<file path="src/rtl/headfile.v">
// Shared build-wide sizes for the data-memory path.
`ifndef HEADFILE_V
`define HEADFILE_V
`define AW       8
`define DW       16
`define SB_DEPTH 4
`endif

</file>
<file path="src/rtl/mem_store_buffer_pkg.sv">
// Common types and sizing helpers for the posted-store buffer.
package mem_store_buffer_pkg;
`include "headfile.v"

    localparam int unsigned SbDepth = `SB_DEPTH;
    localparam int unsigned SbAw    = `AW;
    localparam int unsigned SbDw    = `DW;

    typedef enum logic [1:0] {
        DrainNone,
        DrainIdle,
        DrainForced
    } drain_e;

    function automatic int unsigned cnt_width(input int unsigned depth);
        return $clog2(depth) + 1;
    endfunction

endpackage

</file>
<file path="src/rtl/sb_fwd_match.sv">
// Youngest-match selector: scans valid entries oldest to youngest from head.
module sb_fwd_match #(
    parameter int unsigned DEPTH = 4,
    parameter int unsigned AW    = 8,
    localparam int unsigned IW   = $clog2(DEPTH)
) (
    input  logic [DEPTH-1:0]         valid,
    input  logic [DEPTH-1:0][AW-1:0] addr,
    input  logic [AW-1:0]            ld_addr,
    input  logic [IW-1:0]            head,
    output logic                     hit,
    output logic [IW-1:0]            hit_idx
);

    logic [IW-1:0] idx;

    // Later (younger) matches overwrite earlier ones.
    always_comb begin
        hit     = 1'b0;
        hit_idx = head;
        idx     = head;
        for (int i = 0; i < DEPTH; i++) begin
            idx = head + IW'(i);
            if (valid[idx] && (addr[idx] == ld_addr)) begin
                hit     = 1'b1;
                hit_idx = idx;
            end
        end
    end

endmodule

</file>
<file path="src/rtl/mem_store_buffer.sv">
// Posted-store buffer in front of the single-port data memory, with load forwarding.
module mem_store_buffer
    import mem_store_buffer_pkg::*;
#(
    parameter int unsigned DEPTH = SbDepth,
    parameter int unsigned AW    = SbAw,
    parameter int unsigned DW    = SbDw,
    localparam int unsigned CW   = cnt_width(DEPTH)
) (
    input  logic          mem_clk,
    input  logic          rst,
    input  logic          st_valid,
    input  logic [AW-1:0] st_addr,
    input  logic [DW-1:0] st_data,
    output logic          st_ready,
    input  logic          ld_req,
    input  logic [AW-1:0] ld_addr,
    output logic [DW-1:0] ld_rdata,
    output logic          ld_stall,
    output logic          dm_dwe,
    output logic [AW-1:0] dm_addr,
    output logic [DW-1:0] dm_wdata,
    input  logic [DW-1:0] dm_rdata,
    output logic          sb_empty,
    output logic [CW-1:0] sb_count
);

    localparam int unsigned IW = $clog2(DEPTH);

    logic [DEPTH-1:0][AW-1:0] addr_q;
    logic [DEPTH-1:0][DW-1:0] data_q;
    logic [IW-1:0]            head_q, head_d;
    logic [IW-1:0]            tail_q, tail_d;
    logic [CW-1:0]            count_q, count_d;

    logic       full;
    logic       push;
    logic       pop;
    drain_e     drain_src;
    logic [DEPTH-1:0] valid;
    logic       hit;
    logic [IW-1:0] hit_idx;

    assign full     = (count_q == CW'(DEPTH));
    assign st_ready = !full;
    assign push     = st_valid && st_ready;
    assign sb_empty = (count_q == '0);
    assign sb_count = count_q;

    always_comb begin
        drain_src = DrainNone;
        if (full && ld_req) begin
            drain_src = DrainForced;
        end else if (!sb_empty && !ld_req) begin
            drain_src = DrainIdle;
        end
    end

    assign pop      = (drain_src != DrainNone);
    assign ld_stall = (drain_src == DrainForced);
    assign dm_dwe   = pop;
    assign dm_addr  = pop ? addr_q[head_q] : ld_addr;
    assign dm_wdata = pop ? data_q[head_q] : st_data;

    // Slot is live when its distance from head is below the occupancy.
    always_comb begin
        valid = '0;
        for (int i = 0; i < DEPTH; i++) begin
            valid[i] = (CW'(IW'(i) - head_q) < count_q);
        end
    end

    sb_fwd_match #(
        .DEPTH (DEPTH),
        .AW    (AW)
    ) u_fwd (
        .valid   (valid),
        .addr    (addr_q),
        .ld_addr (ld_addr),
        .head    (head_q),
        .hit     (hit),
        .hit_idx (hit_idx)
    );

    assign ld_rdata = hit ? data_q[hit_idx] : dm_rdata;

    always_comb begin
        head_d  = pop  ? head_q + 1'b1 : head_q;
        tail_d  = push ? tail_q + 1'b1 : tail_q;
        count_d = count_q;
        case ({push, pop})
            2'b10:   count_d = count_q + 1'b1;
            2'b01:   count_d = count_q - 1'b1;
            default: count_d = count_q;
        endcase
    end

    always_ff @(posedge mem_clk or posedge rst) begin
        if (rst) begin
            head_q  <= '0;
            tail_q  <= '0;
            count_q <= '0;
        end else begin
            head_q  <= head_d;
            tail_q  <= tail_d;
            count_q <= count_d;
        end
    end

    // Payload needs no reset: occupancy gates every read of it.
    always_ff @(posedge mem_clk) begin
        if (push) begin
            addr_q[tail_q] <= st_addr;
            data_q[tail_q] <= st_data;
        end
    end

endmodule

</file>
<file path="config.mk">
export PLATFORM = sky130hd
export DESIGN_NAME = mem_store_buffer
export DESIGN_NICKNAME = d
export VERILOG_FILES = /design/src/rtl/mem_store_buffer_pkg.sv /design/src/rtl/sb_fwd_match.sv /design/src/rtl/mem_store_buffer.sv
export VERILOG_INCLUDE_DIRS = /design/src /design/src/rtl
export SDC_FILE = /design/constraint.sdc
export NUM_CORES = 1
export LEC_CHECK = 0
export BUFFER_PORTS_ARGS = -buffer_cell sky130_fd_sc_hd__clkbuf_2
export CORE_AREA = 2 2 92 138
export CTS_CLUSTER_DIAMETER = 100
export DETAILED_ROUTE_END_ITERATION = 10
export DIE_AREA = 0 0 94 140
export GPL_TIMING_DRIVEN = 0
export PLACE_DENSITY_LB_ADDON = 0.08
export SYNTH_ARGS = -nofsm -noshare
export SYNTH_HDL_FRONTEND = slang
export SYNTH_HIERARCHICAL = 1
export SYNTH_SLANG_ARGS = --single-unit
</file>
<file path="constraint.sdc">
create_clock -name mem_clk -period 6.1 [get_ports mem_clk]
set_input_delay 0.61 -clock mem_clk [delete_from_list [all_inputs] [get_ports mem_clk]]
set_output_delay 0.61 -clock mem_clk [all_outputs]
set_load 0.05 [all_outputs]
</file>
=== Yosys cells after proc, flatten, opt, wreduce, memory -nomap -nowiden ===
Index checks and enable logic that the tools add are counted.
W data, S select, Z words.

* Input bits: 52
* Register bits: 103
* Output and inout bits: 47

* Equal/unequal tests: 8
* Reduce and logical (&&, ||, !) cells: 14
* Muxes and demuxes: 39
* Add/subtract/negate cells: 10
* Magnitude comparators: 11

{| class="wikitable"
|+ Operators by type and width
! cell !! count
|-
| $mux W16 || 5
|-
| $bmux W16 S2 || 2
|-
| $bmux W8 S2 || 4
|-
| $bwmux W64 || 1
|-
| $mux W8 || 6
|-
| $bwmux W32 || 1
|-
| $demux W16 S2 || 1
|-
| $eq A8 B8 Y1 || 4
|-
| $lt A2 B3 Y1 const B || 6
|-
| $demux W8 S2 || 1
|-
| $lt A3 B3 Y1 || 4
|-
| $mux W1 || 9
|-
| $bmux W1 S2 || 4
|-
| $logic_and A1 B1 Y1 || 8
|-
| $mux W2 || 4
|-
| $pmux W3 S2 || 1
|-
| $sub A1 B2 Y3 const A || 2
|-
| $sub A2 B2 Y3 const A || 2
|-
| $add A2 B1 Y2 const B || 2
|-
| $add A2 B2 Y2 const B || 2
|-
| $eq A2 B2 Y1 const B || 2
|-
| $reduce_bool A2 Y1 || 2
|-
| $add A3 B1 Y3 const B || 1
|-
| $eq A3 B3 Y1 const B || 1
|-
| other kinds (5) || 7
|}

=== Logic depth before layout (Yosys ltp) ===
* Depth after elaboration: 11
* Gate-level depth with buffers: 19

=== Modules after synthesis ===
The synthesis kept the hierarchy.

{| class="wikitable"
|+ By module, submodules not included
! module !! instances !! cells each !! area an instance (um^2) !! seq. area each (um^2)
|-
| mem_store_buffer || 1 || 256 || 5032.3 || 3057.9
|-
| sb_fwd_match || 1 || 151 || 1417.6 || 0.0
|}

=== Worst setup path before layout ===
OpenSTA, ideal clock, no wires.

* Path type: flip-flop to output port
* From: reg head_q[1]
* To: out ld_rdata[10]
* Path slack: 905 ps
* Data required time: 5490 ps
* Arrival: 4585 ps
* Stages on the path, launching flop included: 19
* Path buffers: 4
* Cell sequence: dfrtp_1 -> buf_2 -> buf_1 -> inv_1 -> ha_1 -> inv_1 -> ha_1 -> a21o_1 -> a21oi_1 -> o21ai_0 -> o21ai_0 -> or4b_4 -> a2111o_1 -> a21oi_2 -> xnor2_1 -> buf_4 -> buf_6 -> mux4_2 -> mux2_2

* Cells in the longest elaborated chain, start to end: 11

{| class="wikitable"
|+ Ends and longest elaborated chain
! what !! line !! source
|-
| start: declaration || mem_store_buffer.sv:32 || <nowiki>logic [IW-1:0] head_q, head_d;</nowiki>
|-
| start signal: assignment || mem_store_buffer.sv:100 || <nowiki>head_q <= '0;</nowiki>
|-
| start signal: assignment || mem_store_buffer.sv:104 || <nowiki>head_q <= head_d;</nowiki>
|-
| $sub A2 B2 Y3 * || mem_store_buffer.sv:69 || <nowiki>valid[i] = (CW'(IW'(i) - head_q) < count_q);</nowiki>
|-
| $lt A3 B3 Y1 * || mem_store_buffer.sv:69 ||
|-
| net valid[2] || mem_store_buffer.sv:40 || <nowiki>logic [DEPTH-1:0] valid;</nowiki>
|-
| $bmux W1 S2 || sb_fwd_match.sv:24 || <nowiki>if (valid[idx] && (addr[idx] == ld_addr)) begin</nowiki>
|-
| $mux W1 (not written as such) || sb_fwd_match.sv:24 ||
|-
| $logic_and A1 B1 Y1 || sb_fwd_match.sv:24 ||
|-
| $mux W2 (2 in a row) || sb_fwd_match.sv:24 ||
|-
| $mux W2 * || sb_fwd_match.sv:24 ||
|-
| net hit_idx[0] || mem_store_buffer.sv:42 || <nowiki>logic [IW-1:0] hit_idx;</nowiki>
|-
| $bmux W16 S2 * || mem_store_buffer.sv:85 || <nowiki>assign ld_rdata = hit ? data_q[hit_idx] : dm_rdata;</nowiki>
|-
| $mux W16 (not written as such) * || mem_store_buffer.sv:85 ||
|-
| $mux W16 * || mem_store_buffer.sv:85 ||
|-
| end: declaration || mem_store_buffer.sv:18 || <nowiki>output logic [DW-1:0] ld_rdata,</nowiki>
|}

The timed path passes the listed nets; every way through them passes the cells marked *. The select of a mux whose other input is x is not followed.

=== Final worst setup path ===
* From: reg head_q[0]
* To: out ld_rdata[5]

Same word-level chain as after synthesis.

==> summary.txt <==
Synth Instances = 407
PortBufs = 98
Drt via density = 5.99
Most frequent cells in the layout = clkbuf_2 (99), edfxtp_1 (96), mux4_2 (48)
Final min period = 5820 ps
Hpwl dp = 10600 µm
Syn Area/Cell = 15.8 µm²
Seq/Total Area, Yosys = 47.4%
PnR worst setup slack = 279 ps
Headroom to the max-slew limit = 53.4%
CP Capture Type = primary output
FFs w/ async S/R, synth = 6.80%
Top-area cell type share of the netlist area = 44.7%
Worst endpoint required time = 5490 ps
Vias in the first global route = 4362
Area Overhead vs Synth = 16.3%
Clock share of power = 15.4%
Sw Share = 43.2%
Largest net degree at the start of global routing = 25
Initial Utilization = 54.0%
CTS Buffer Depth = 2
Period utilisation layout = 95.4%
F_max = 172 MHz
Gr ovfl total = 0
Cell variety after synth = 57
DRT iter0 DRCs = 224
Maximum vdd drop = 317 µV
Final hold vios = 0
Register area = 3060 µm²
Hold Buf Count CTS = 0
Die area = 13200 µm²
DR vias = 4035
CTS tree = yes
H-tree depth = 3
Initial antenna violation count = 0
Combinational share of power = 60.0%
Power per Cell Area = 567 nW/µm²
Fill cells = 931
Total GRT Usage = 24.0%
Drt drc = 0
Clock-pin slew on the worst setup and hold paths = 70 ps
Crit Path Category = flip-flop to primary output
Core area = 12000 µm²
Worst-path fanout max = 10
Wire length per cell = 22.0 µm
Final Routed Wirelength = 14800 µm
Mapped Nets = 474
Seq pwr share = 24.6%
CTS Sinks = 103
Die Span X = 94 µm
EDFF count, synth = 96
CTS root buf = clkbuf_16
Cell row count = 49
Internal power = 2.42 mW
Layout cells sized above 1 = 46.8%
Most common cell after layout, fill and taps aside = clkbuf_2
Final nets = 583
Synth warn = 6
Drt first pass iters = 4
Yosys top cell by area = edfxtp_1
Fin util = 62.8%
Max Cap Viol = 0
Pre-CTS WS = -314 ps
Antenna diodes = 0
Grt met2 use = 43.7%
Startpoint Class = flip-flop
Worst slew pin tran = 699 ps
P_leak = 2.87 nW
Final ANT Viol Nets = 0
I/O Pins = 99
GR met1 Demand/Resource = 28.6%
Psw = 1.84 mW
TritonCTS Buffers = 9
Worst Hold Class = primary input to asynchronous set/reset pin
First-pass GRT wire length = 23800 µm
Data arrival time of the critical path = 5210 ps
Die height = 140 µm
Final setup fails = 0
GR peak layer = met2
Setup Skew = 8.78 ps
Worst skew pair latency = 340 ps
Placer Congestion = 0.862
Number of synthesized register bits = 103
Multi-input gate area = 3130 µm²
Top cells by area, synth = edfxtp_1 (45%), mux4_2 (17%), mux2_2 (7.7%)
Final Max Tran Viols = 0
Most used DFF post-synth = edfxtp_1
Run status = complete, no violations
Met3 Usage GRT = 3.34%
Synth Cell Area = 6450 µm²
-- metrics by stage --
stage | power [mW] | area, µm² | hold slack, ps | cells | TNS [ps]
after floorplan | 3.03 | 6450 | 413 | 407 | 0
after global placement | 3.57 | 7130 | 537 | 658 | -3030
after detailed placement | 3.60 | 7130 | 539 | 658 | -2870
after CTS | 4.27 | 7480 | 167 | 673 | 0
after global routing | 4.49 | 7500 | 185 | 674 | -7.65
final | 4.26 | 7500 | 162 | 674 | 0
-- power by group through the flow --
| stage | Sequential [mW] | Clock, mW | Combinational [mW] |
|---|---|---|---|
| final | 1.05 | 0.656 | 2.55 |
| after global routing | 1.06 | 0.689 | 2.74 |
| after CTS | 1.05 | 0.666 | 2.56 |
| after detailed placement | 1.06 | 0 | 2.54 |
| after global placement | 1.05 | 0 | 2.52 |
| after floorplan | 1.06 | 0 | 1.97 |
-- state kept, by name, indices dropped and copies added, names as in the netlist --
signal,count
data_q,64
tail_q,2
sb_count,3
head_q,2
addr_q,32
-- metal layers --
| metal | vias up | share of wire, % |
|---|---|---|
| li1 | 1849 | - |
| met1 | 2061 | 39 |
| met2 | 95 | 55 |
| met3 | 30 | 3.4 |
| met4 | 0 | 2.5 |
| met5 | - | 0 |
-- path summary, 6_finish.rpt --
kind / slack [ps] / from / to / cells after the start
setup / recovery: 280 / head_q[0] / ld_rdata[5] / 19
hold / removal: 160 / rst / sb_count[0] / 2
setup reg to reg: 3620 / sb_count[0] / sb_count[2] / 10
hold reg to reg: 610 / tail_q[1] / tail_q[1] / 1
max in group asynchronous: 5700 / rst / head_q[0] / 2
min in group mem_clk: 480 / st_addr[1] / addr_q[25] / 1
-- cells in the mapped netlist, types with 3 or more instances --
library cell / n
ha_1: 14
nor2_1: 3
and3_2: 4
o21ai_0: 5
nor4_1: 3
xor2_1: 12
nor2b_1: 3
nand3_1: 6
buf_1: 3
buf_2: 7
clkbuf_1: 6
inv_1: 18
nand2_1: 4
edfxtp_1: 96
mux2i_1: 28
xnor2_1: 26
buf_4: 6
dfrtp_1: 7
buf_6: 8
mux4_2: 48
a21oi_1: 6
mux2_2: 44
mux4_1: 8
nand2b_1: 3
-- kinds of logic after synthesis --
group                    after synthesis  share of synthesized area, %
XOR/XNOR                              38                          5.16
AND/OR/NAND/NOR                       39                          4.02
flip-flops                           103                          47.4
buffers and inverters                 48                          4.21
adder cells (fa/ha/maj)               15                          3.03
multiplexers                         130                          32.5
AO/OA/AOI/OAI                         34                          3.72
-- layout make-up --
cell class	instances	area share [%]
Inverter	18	0.901
Timing Repair Buffer	99	6.64
Buffer	29	2.87
Multi-Input combinational cell	256	41.7
Clock buffer	9	3.00
Sequential cell	103	40.8
Clock inverter	7	1.57
Tap cell	153	2.55
-- timing repair --
item                                    4_1_cts  5_1_grt
endpoints found under the setup margin       16       10
setup buffers                                 0        1
gates cloned                                  0        0
resized for setup                             4        7
-- worst max-delay path, stage by stage, from the launching register on --
cell and delay [ps]:
dfrtp_2 400, buf_6 190, buf_6 190, inv_1 90
ha_1 300, inv_1 60, ha_1 280, a21o_1 170
a21oi_2 200, o21ai_0 110, o21ai_0 200, or4b_4 500
a2111o_1 430, a21oi_2 140, xnor2_1 130, buf_4 230
buf_8 190, mux4_2 540, mux2_2 280, clkbuf_2 230
No activity file was read; power rests on OpenSTA's default activity.
